$ cat config.mk
export PLATFORM = sky130hd
export DESIGN_NAME = deser_arbiter
export DESIGN_NICKNAME = d
export VERILOG_FILES = /design/src/rtl/deser_arbiter.sv
export SDC_FILE = /design/constraint.sdc
export NUM_CORES = 1
export LEC_CHECK = 0
export ABC_AREA = 1
export CORE_MARGIN = 1.5
export CORE_UTILIZATION = 40
export CTS_CLUSTER_DIAMETER = 50
export CTS_CLUSTER_SIZE = 10
export DETAILED_ROUTE_END_ITERATION = 8
export GPL_TIMING_DRIVEN = 0
export PLACE_DENSITY = 0.77
export SETUP_SLACK_MARGIN = 0.5
export SYNTH_ARGS = -nofsm -noshare
export SYNTH_HDL_FRONTEND = slang
export SYNTH_SLANG_ARGS = --single-unit
$ cat constraint.sdc
create_clock -name clk_100KHz -period 2.34 [get_ports clk_100KHz]
set_clock_uncertainty 0.2 [all_clocks]
set_input_delay 0.585 -clock clk_100KHz [delete_from_list [all_inputs] [get_ports clk_100KHz]]
set_output_delay 0.585 -clock clk_100KHz [all_outputs]
set_load 0.01 [all_outputs]
$ cat src/rtl/deser_arbiter.sv
// Round-robin arbiter that feeds one requester's serial bits into a shared deserializer and hands the byte to a consumer.
// Grant one cycle after request; byte held on byte_out until byte_accept; a granted requester silent for 63 cycles is aborted.
module deser_arbiter (
  input  logic       clk_100KHz,
  input  logic       reset,
  input  logic       req_a,
  input  logic       req_b,
  input  logic       data_a,
  input  logic       data_b,
  input  logic       write_a,
  input  logic       write_b,
  output logic       grant_a,
  output logic       grant_b,
  output logic       deser_data_in,
  output logic       deser_write_in,
  output logic       deser_ack_in,
  input  logic       deser_status_out,
  input  logic       deser_data_ready,
  input  logic [7:0] deser_data_out,
  output logic [7:0] byte_out,
  output logic       byte_src,
  output logic       byte_valid,
  input  logic       byte_accept,
  output logic       timeout_err
);

  localparam logic [2:0] S_IDLE     = 3'd0;
  localparam logic [2:0] S_SHIFT    = 3'd1;
  localparam logic [2:0] S_WAIT_RDY = 3'd2;
  localparam logic [2:0] S_DELIVER  = 3'd3;
  localparam logic [2:0] S_ACK      = 3'd4;

  logic [2:0] r_state;
  logic       r_sel_b;
  logic       r_ptr_b;
  logic [2:0] r_bit_cnt;
  logic [5:0] r_stall;
  logic [7:0] r_byte;
  logic       r_src;

  logic w_shift;
  logic w_pick_b;
  logic w_strobe;
  logic w_timeout;

  assign w_shift   = (r_state == S_SHIFT);
  // B wins when it is alone, or when both ask and the pointer favours B.
  assign w_pick_b  = req_b & (~req_a | r_ptr_b);
  assign w_strobe  = w_shift & (r_sel_b ? write_b : write_a);
  assign w_timeout = w_shift & ~w_strobe & (r_stall == 6'd63);

  assign grant_a        = (r_state != S_IDLE) & ~r_sel_b;
  assign grant_b        = (r_state != S_IDLE) &  r_sel_b;
  assign deser_data_in  = w_shift & (r_sel_b ? data_b : data_a);
  assign deser_write_in = w_strobe;
  // The ack doubles as the flush pulse on abort.
  assign deser_ack_in   = (r_state == S_ACK) | w_timeout;
  assign timeout_err    = w_timeout;
  assign byte_valid     = (r_state == S_DELIVER);
  assign byte_out       = r_byte;
  assign byte_src       = r_src;

  always_ff @(posedge clk_100KHz or posedge reset) begin
    if (reset) begin
      r_state   <= S_IDLE;
      r_sel_b   <= 1'b0;
      r_ptr_b   <= 1'b0;
      r_bit_cnt <= 3'd0;
      r_stall   <= 6'd0;
      r_byte    <= 8'h00;
      r_src     <= 1'b0;
    end else begin
      case (r_state)
        S_IDLE: begin
          r_bit_cnt <= 3'd0;
          r_stall   <= 6'd0;
          if (deser_status_out && (req_a || req_b)) begin
            r_sel_b <= w_pick_b;
            r_state <= S_SHIFT;
          end
        end
        S_SHIFT: begin
          if (w_strobe) begin
            r_stall   <= 6'd0;
            r_bit_cnt <= r_bit_cnt + 3'd1;
            if (r_bit_cnt == 3'd7) r_state <= S_WAIT_RDY;
          end else if (w_timeout) begin
            r_ptr_b <= ~r_sel_b;
            r_state <= S_IDLE;
          end else begin
            r_stall <= r_stall + 6'd1;
          end
        end
        S_WAIT_RDY: begin
          if (deser_data_ready) begin
            r_byte  <= deser_data_out;
            r_src   <= r_sel_b;
            r_state <= S_DELIVER;
          end
        end
        S_DELIVER: begin
          if (byte_accept) r_state <= S_ACK;
        end
        S_ACK: begin
          r_ptr_b <= ~r_sel_b;
          r_state <= S_IDLE;
        end
        default: r_state <= S_IDLE;
      endcase
    end
  end

endmodule

==> impl_metrics.toml, run 1 <==
[routing]
wl_per_cell_um = 14.2
antenna_left = 0
wirelength_um = 3610
dr.pass1.iters = 4
drt-vias-per-instance = 5.00
first_iter_violations = 37
drc_errors = 0
dr_total_vias = 1275

[power_and_ir_drop]
power_leakage_nw = 1.07
p_per_area_nw_per_um2 = 1110
peakVddDrop_uv = 476

[finish]
drive_above_1_share = 0.398
final_common_cell = "nand2_1"
diodes = 0
syn_to_final_growth_pct = 55.6
final_nets = 234
final_cell_mix = "nand2_1, buf_4, dfrtp_1"

[critical_path]
arrival_ps = 1490
critical-path-slowest-cell = "dfrtp_1"
path_delay_family = "flip-flops"
cp-start-kind = "register"
max_stage_delay_ps = 450
path_cells = "buf_6 > inv_4 > nor2_4 > nand2_4 > nor2_8 > nand2_4 > nand2_4 > buf_6"
path_max_fanout = 4
worstPathRequired_ps = 1550
crit_top_cell = "nand2_4"
setup.worst_path.end_class = "output port"
cp_num_buf_inv = 3
crit_type = "register to output port"

[sta]
worst_slew_pin_slew_ps = 888
rsz0062_at_grt = "yes"
hold_viol = 0
fin_crit_sh = 0.971
fin_hold_ws_ps = 315
relSlewSlack = 0.408
min_period_ps = 2270
report.final.slew_viol_count = 0
fmax_mhz = 440
finalSetupViolCount = 0
setup_slack_ps = 67.2

[grt]
grtUsageTotal = 0.203
grt_pass1_vias = 1194
antenna_found_initial = 0
grt_pass1_wl_um = 5390
grt-ovfl-total = 0
grt_max_degree = 24

[floorplanning]
rows = 20
die_x_um = 59.7
io_pins = 35
die_y_um = 59.7
die_area_um2 = 3570
core_um2 = 3050
start_util = 0.422

[logic_synthesis]
synth-seq-cells = 23
syn_inst = 145
synthTopCellsByArea = "dfrtp_1, nand2_1, mux2_2, nand3_1, inv_1"
yosysTopAreaCellShare = 0.447
synth.distinct_cells = 28
yosys.area.top_type = "dfrtp_1"
yosysSeqAreaShare = 0.447
netlist_area_um2 = 1290
syn_area_per_cell_um2 = 8.88
ys_warn_count = 0
synth_fp_nets = 167

[cts]
cts_made_buffers = 3
clk_latency_ps = 320
cts_tree = "built"
h-tree-depth = 1
cts_root_buffer = "clkbuf_4"
holdBufCountCts = 0
numClockSinks = 23
clk_pin_slew_ps = 140
clk_path_buf_depth = 2

[place]
gp_congestion = 0.781
io_buffers = 34
hpwl_um = 2080
dp_slack_ps = -765

[outcome]
outcome = "finished clean"

[job]
maxCapViolations = 0

[worst_hold_path]
hold_class = "register to register"
cell usage after synthesis:
master and instances:
nand3_2 1, nand2_1 37, a31oi_1 1, or2_0 1, dfrtp_1 23, o21ai_2 1
nand3b_1 1, mux2_2 8, or2_2 1, nand4_1 3, ha_1 3, nor2_4 2
inv_2 1, nor3_2 1, nor2_8 1, nand3b_2 1, nand2_2 1, nor2_2 2
nand2_4 5, a21oi_1 2, nand3_1 17, nor3_4 1, o21ai_0 3, nor3_1 1
buf_2 1, inv_1 15, xor2_1 1, nor2_1 10
worst reg2reg max path: stages (launching register included):
cell and delay, ps:
dfrtp_1 450, buf_6 130, inv_4 50, nor3_4 240, nand2_4 100, buf_4 140, buf_4 160, nand3_1 90
nor2_1 40, nand2_1 50, nand2_1 50
final cells by class:
type	count	area, um2
sequential	23	579
tap	44	55.1
fill	255	1050
timing repair buffer	62	548
clock buffer	3	22.5
buffer	1	5.00
multi-input combinational	105	711
clock inverter	1	5.00
inverter	16	77.6
power by group:
part	internal, mW	leakage (nW)	switching [mW]
Combinational	0.674	0.756	0.686
Clock	0.0641	0.0177	0.132
Sequential	0.546	0.292	0.115
Total	1.28	1.07	0.933
per-layer routing:
layer  wire (um)  track usage  part of all wire  up-vias
li1            -            -                 -      606
met1        1520        0.250              0.42      614
met2        1850        0.352              0.51       46
met3         159       0.0281             0.044        9
met4          82       0.0857             0.023        0
met5           0            0                 0        -
kinds of logic (layout without fill, tap and decap cells):
family,count (synthesis),count (layout),share of synthesized area
AOI/OAI and AO/OA,7,7,0.0311
xor gates and xnor gates,1,1,0.00680
adders and majority gates,3,3,0.0292
buffers and inverters,17,83,0.0505
DFF,23,23,0.447
muxes,8,8,0.0700
and+or+nand+nor,86,86,0.365
timing repair:
item,in CTS,in global routing
resized for setup,52,17
hold endpoints to repair,0,0
setup buffers,19,9
pin swaps,11,10
endpoints found under the setup margin,28,9
stage by stage:
step	instance area, um2	utilization	std cells	setup TNS [ps]	power (mW)
6_report	2000	0.656	255	0	2.22
3_5_place_dp	1710	0.561	223	-2410	1.67
5_1_grt	2000	0.656	255	0	2.36
3_3_place_gp	1710	0.561	223	-2360	1.63
2_1_floorplan	1320	-	145	0	1.28
4_1_cts	1890	0.620	246	0	2.02
path summary, 6_finish.rpt:
kind	startpoint	to	slack [ps]	cells after the start
min in group asynchronous	reset	byte_out[6]$_DFFE_PP0P_	550	2
min	r_bit_cnt[0]$_DFFE_PP0P_	r_bit_cnt[0]$_DFFE_PP0P_	310	1
min reg2reg	r_bit_cnt[0]$_DFFE_PP0P_	r_bit_cnt[0]$_DFFE_PP0P_	310	1
max	r_state[0]$_DFFE_PP0P_	deser_ack_in	70	8
max reg2reg	r_state[0]$_DFFE_PP0P_	r_stall[5]$_DFFE_PP0P_	550	10
max in group asynchronous	reset	r_state[1]$_DFFE_PP0P_	800	2
registers in the layout, indices dropped and copies added (netlist names):
name,flops
byte_out,8
r_stall,6
r_bit_cnt,3
r_state,3
byte_src,1
r_ptr_b,1
r_sel_b,1
No activity file was read; power rests on OpenSTA's default activity.
==> run 2, diff against run 1 <==
SKIP_LAST_GASP = 1   (was unset)
==> results of run 2 <==
Same layout as run 1: the final DEF is identical, and so are final timing and power.
